==> src/rtl/fft_col_writer.sv <==
// Collects four 8-word MAC result groups into a 32-word column buffer, then streams the column out.
// Optional FFTC_WR_BITREV_EN: output addresses follow the 5-bit bit-reversed drain count.
module fft_col_writer #(
    parameter int WORD_W  = 64,
    parameter int FRAME_N = 32
) (
    input  logic                  clk,
    input  logic                  reset,
    input  logic                  res_valid,
    input  logic [8*WORD_W-1:0]   res_data,
    output logic                  res_ready,
    output logic                  m_valid,
    input  logic                  m_ready,
    output logic [WORD_W-1:0]     m_data,
    output logic [4:0]            m_index,
    output logic                  m_last,
    output logic                  frame_done,
    output logic                  ovf_err
);

    typedef enum logic {FILL, DRAIN} state_t;

    state_t            state_q, state_d;
    logic [1:0]        phase_q, phase_d;
    logic [4:0]        drain_q, drain_d;
    logic              done_q, done_d;
    logic              ovf_q, ovf_d;
    logic              accept, m_fire;
    logic [WORD_W-1:0] buf_q [FRAME_N];

    always_comb begin
        state_d   = state_q;
        phase_d   = phase_q;
        drain_d   = drain_q;
        done_d    = 1'b0;
        res_ready = (state_q == FILL);
        m_valid   = (state_q == DRAIN);
        m_last    = (state_q == DRAIN) && (drain_q == 5'd31);
        accept    = res_valid && res_ready;
        m_fire    = m_valid && m_ready;
        // A group offered while draining is lost; remember that it happened.
        ovf_d     = ovf_q | (res_valid && !res_ready);
        case (state_q)
            FILL: begin
                if (accept) begin
                    phase_d = phase_q + 2'd1;
                    if (phase_q == 2'd3) state_d = DRAIN;
                end
            end
            DRAIN: begin
                if (m_fire) begin
                    if (m_last) begin
                        state_d = FILL;
                        drain_d = 5'd0;
                        phase_d = 2'd0;
                        done_d  = 1'b1;
                    end else begin
                        drain_d = drain_q + 5'd1;
                    end
                end
            end
            default: state_d = FILL;
        endcase
    end

    always_ff @(posedge clk) begin
        if (reset) begin
            state_q <= FILL;
            phase_q <= 2'd0;
            drain_q <= 5'd0;
            done_q  <= 1'b0;
            ovf_q   <= 1'b0;
        end else begin
            state_q <= state_d;
            phase_q <= phase_d;
            drain_q <= drain_d;
            done_q  <= done_d;
            ovf_q   <= ovf_d;
        end
    end

    // Buffer is deliberately not reset; MAC k out1 lands at 8k+p, out2 at 8k+4+p.
    always_ff @(posedge clk) begin
        if (!reset && accept) begin
            for (int k = 0; k < 4; k++) begin
                buf_q[{k[1:0], 1'b0, phase_q}] <= res_data[(2*k)*WORD_W +: WORD_W];
                buf_q[{k[1:0], 1'b1, phase_q}] <= res_data[(2*k+1)*WORD_W +: WORD_W];
            end
        end
    end

`ifdef FFTC_WR_BITREV_EN
    always_comb begin
        for (int i = 0; i < 5; i++) m_index[i] = drain_q[4-i];
    end
`else
    assign m_index = drain_q;
`endif

    assign m_data     = buf_q[m_index];
    assign frame_done = done_q;
    assign ovf_err    = ovf_q;

endmodule

==> config.mk <==
export PLATFORM = sky130hd
export DESIGN_NAME = fft_col_writer
export DESIGN_NICKNAME = d
export VERILOG_FILES = /design/src/rtl/fft_col_writer.sv
export SDC_FILE = /design/constraint.sdc
export NUM_CORES = 2
export LEC_CHECK = 0
export ABC_AREA = 1
export BUFFER_PORTS_ARGS = -buffer_cell sky130_fd_sc_hd__buf_4
export CAP_MARGIN = 20
export CORE_MARGIN = 2
export CORE_UTILIZATION = 60
export DETAILED_ROUTE_END_ITERATION = 8
export PLACE_DENSITY_LB_ADDON = 0.2
export REMOVE_ABC_BUFFERS = 1
export SLEW_MARGIN = 30
export SYNTH_ARGS = -nofsm -noshare
export SYNTH_HDL_FRONTEND = slang
export SYNTH_SLANG_ARGS = --single-unit
==> constraint.sdc <==
create_clock -name clk -period 32.3 [get_ports clk]
set_clock_uncertainty 0.05 [all_clocks]
set_input_delay 6.46 -clock clk [delete_from_list [all_inputs] [get_ports clk]]
set_output_delay 6.46 -clock clk [all_outputs]
set_load 0.02 [all_outputs]
# Word-level counts from Yosys, hierarchy flattened
# Memory sizes are Yosys's and may differ from the RTL's. A register that Yosys moved wholly into a read port is not among the register bits.
# Cells that the tools add are included.
dict set report word_totals {
  ff_bits 10
  ramBits 2048
  mem_count 1
}
# memory depth width rd rd_clocked_by_memory_dff wr line_no
set mem_list {}
lappend mem_list {buf_q 32 64 1 1 8 29} ;# logic [WORD_W-1:0] buf_q [FRAME_N];
dict set report op_classes {
  addsub 2
  eq_ne 5
  mux 15
  bitwise_logic 3
  reduce_logical 9
}
# op n
set op_table {}
lappend op_table {{two-way mux 5 bit} 3}
lappend op_table {{two-way mux 1 bit} 7}
lappend op_table {{two-way mux 2 bit} 3}
lappend op_table {{adder 5 x 1 -> 5 bit (second input constant)} 1}
lappend op_table {{equality test 5 bit (second input constant)} 1}
lappend op_table {{logical AND 1 bit} 5}
lappend op_table {{inequality test 2 x 1 -> 1 bit (second input constant)} 2}
lappend op_table {{one-hot mux 2 bit (2 select lines)} 1}
lappend op_table {{AND reduction 3 bit} 1}
lappend op_table {{OR reduction 3 bit} 1}
lappend op_table {{adder 2 x 1 -> 2 bit (second input constant)} 1}
lappend op_table {{equality test 2 bit (second input constant)} 1}
lappend op_table {{inequality test 2 bit (second input constant)} 1}
lappend op_table {{NOT 1 bit} 2}
lappend op_table {{one-hot mux 1 bit (2 select lines)} 1}
lappend op_table {{AND reduction 2 bit} 1}
lappend op_table {{zero test 1 bit} 1}
lappend op_table {{OR 1 bit} 1}

# Logic depth before layout (Yosys ltp)
dict set report depth {
  word_depth 5
  ltp_mapped 12
  depth_no_buf 9
}

# Least setup slack after synthesis
# OpenSTA, ideal clock, no wires.
dict set report synth_timing {
  path_type {in2reg}
  start {input port reset}
  end {memory buf_q[0][0] (enable)}
  setup_ns 1.402
  arrival_ns 27.900
  required_time_ns 30.848
  setup_slack_ns 2.948
  path_stages 3
  n_path_buf 0
  path_cell_list {inv_1 > nand3_1 > nor2_1}
}
# element line_no
set synth_rtl {}
lappend synth_rtl {{start: declaration} 8} ;# input logic reset,
lappend synth_rtl {{end: declaration} 29}

==> run metrics <==
CTS H-tree depth=4; Comb power frac=under 10%; drt total wl=about 200000 um; Ports=590; post-synth cell types=23; most common cell in the synthesized netlist=nand2_1; Area contributors post-synth=edfxtp_1 (75%), nand3_1 (11%), nand2_1 (10%), buf_2 (1.7%), dfxtp_1 (0.37%); Top FF cell, synth=edfxtp_1; crit share post-route=between 30 and 40%; Yosys top cell area share=75.0%; violated checks=DRC; cell count of the worst reg-to-reg path=7; CTS tree=done; root buffer cell=clkbuf_16; Least-Margin Pin Slew=between 1 and 1.5 ns; largest net degree at the start of global routing=about 270; DR vias=53.8k; Area after DPL=87300 sq um; setup TNS=0 ns; FF-to-FF setup slack=approximately 27 ns; chip width=374 um; crit path DAT=~5.4 ns; worst vdd ir=around 55 uV; hold buffer count at CTS=0; sequential cell area=approximately 60000 sq um; vias in the first global route=roughly 52k; Die ar.=between 100000 and 150000 sq um; GRT Overall Usage=around 28%; Fin. Hold Viols=0; CTS max path bufs=3; Routed Antenna Nets=0; Net Sw Frac=about 20%; Synth top cells by count=nand2_1 (2265), edfxtp_1 (2048), nand3_1 (1849), buf_2 (271), clkbuf_1 (77); Hold Crit Endpoint=ovf_err; clock tree sinks=a little over 2k; CP endpoint kind=primary output; Worst-Skew Late Latency=0.79 ns; area leader, netlist=edfxtp_1; DRC=1; FFs w/ async S/R, synth=0%; crit-path max FO=between 100 and 150; Slew Limit Fails=0; sequential share of power=between 50 and 60%; kind of critical path=reg2out; layout cells sized above 1=a little over an eighth; total power=roughly 5.5 mW; Slew headroom=roughly 22%; met3 GRT Util=7.17%; sw power=approximately 1.1 mW; internal power=between 4 and 5 mW; busiest metal layer after global routing=met2; leak pwr=34.0 nW; Hold Crit Depth=2; Starting Density=between 60 and 70%; Setup Buffers After CTS=0; status=finished, violations left; sequential fraction of the synthesis area=75.4%; TritonRoute pass-1 iters=8; CTS Buf Count=201; Post-Syn Area per Cell=between 10 and 15 sq um; flops & latches, synth=approximately 2.1k; Detail Placement HPWL=between 100000 and 150000 um; Critical Path Source Type=register; DRT iter0 DRCs=5363; max_cap viols=0; Post-synth EDFFs=2048; Ys Warns=0; remaining global-route overflow=0; row cnt=approximately 140; Max Freq=between 80 and 90 MHz; cell area after synthesis=just over 80000 sq um; Syn-to-layout area delta=14.4%; Die Y-Extent=roughly 370 um; unrepaired setup endpoints after global routing=no; GR Util met2=between 40% and 50%; met1 usage=a little under two fifths; HP Class=reg2reg; Hold Crit Start=ovf_err; WL/cell=between 20 and 25 um; Reg clk slew, reported paths=about 0.06 ns; Final Wtd Congestion=a little under 0.8; initial antenna violation count=a little over 80; buffers added on ports=slightly below 600; post_cts resized=0; # fillers=~9k; final instance area=about 94000 sq um; power per cell area=58.7 nW/um^2; nets@finish=7620; post-route minimum period=~12 ns; # setup viols final=0; Clock power frac=40.4%; worst r2r dst=buf_q[3][6]; core outline area=about 140000 sq um; area of the multi-input gates=~18000 sq um; global-route wire length before repair=slightly above 300000 um; reg2reg start=m_valid; Syn Inst Count=roughly 6.7k; drt via density=5.92; CP Data Required Time=roughly 26 ns
[through the flow]
| stage | std cells | utilization, % | hold WS, ns | setup WS (ns) |
|---|---|---|---|---|
| final | 9094 | 69.3 | 0.453 | 20.42 |
| after global placement | 8668 | 64.4 | 0.419 | 20.80 |
| after CTS | 9034 | 69.1 | 0.463 | 20.20 |
| after global routing | 9080 | 69.2 | 0.484 | 20.18 |
| after detailed placement | 8672 | 64.5 | 0.438 | 21.05 |
| after floorplan | 6226 | - | 0.495 | -19.82 |
[cells in the final DEF (no fill, tap or decap), types with 2 or more instances in the layout]
master / n
clkbuf_16: 204
dfxtp_1: 10
bufinv_16: 14
nor2_1: 9
nor2_4: 4
clkbuf_1: 47
nand2_1: 2265
buf_6: 11
clkinv_4: 2
clkinv_1: 44
nor3_1: 3
nand3_1: 1849
inv_1: 11
clkinv_2: 39
ha_1: 6
diode_2: 56
buf_4: 643
inv_8: 3
edfxtp_1: 2048
buf_16: 6
dfxtp_4: 5
buf_12: 9
o21ai_0: 2
clkinvlp_4: 5
a21oi_1: 3
inv_6: 3
clkinv_16: 3
[cells by family after synthesis]
| logic type | share of synthesized area [%] |
|---|---|
| AND/OR/NAND/NOR | 21.8 |
| buffers and inverters | 2.71 |
| XOR/XNOR | 0.0107 |
| adder cells (fa/ha/maj) | 0.0916 |
| AO/OA/AOI/OAI | 0.0458 |
| flip-flops | 75.4 |
[worst max-delay path, cell delays in order, from the launching register on]
cell,delay (ns)
dfxtp_4,0.52
inv_8,0.69
buf_4,0.77
buf_6,0.66
buf_6,0.70
nand3_1,0.14
nand3_1,0.13
nand3_1,0.11
nand3_1,0.18
nand2_1,0.20
buf_4,0.22
[final cells by class]
type                    count  area share (%)
diodes                     56           0.149
clock buffers             251            5.63
clock inverters           111            1.02
inverters                  16           0.119
multi-input cells        4147            19.2
flip-flops and latches   2063            65.9
well taps                1781            2.38
repair buffers            669            5.64
[power by group through the flow]
stage	Clock [mW]	Sequential [mW]	Combinational, mW
2_1_floorplan	0	3.16	0.133
3_3_place_gp	0	3.09	0.240
3_5_place_dp	0	3.09	0.248
4_1_cts	2.25	3.03	0.249
5_1_grt	2.36	3.04	0.275
6_report	2.23	3.03	0.250
[registers in the layout, summed over array words and instances (netlist names), named ones only]
name	count
buf_q	2048
ovf_err	1
m_valid	1
phase_q	2
m_index	5
frame_done	1
[routing by layer]
metal | share of wire (%) | vias up
li1 | - | 24700
met1 | 39 | 26400
met2 | 49 | 2291
met3 | 9.4 | 428
met4 | 3.1 | 70
met5 | 0.22 | -
[how the worst max path moves through the flow]
stage / start / end / slack [ns] / cells past startpoint
2_1_floorplan: register / m_data[0] / -19.82 / 7
3_3_place_gp: register / m_data[12] / 20.80 / 10
3_5_place_dp: reset / buf_q[3][6] / 21.05 / 8
4_1_cts: register / m_data[12] / 20.20 / 10
5_1_grt: register / m_data[23] / 20.18 / 13
6_report: register / m_data[12] / 20.42 / 10
Power figures use the tool's default switching activity.
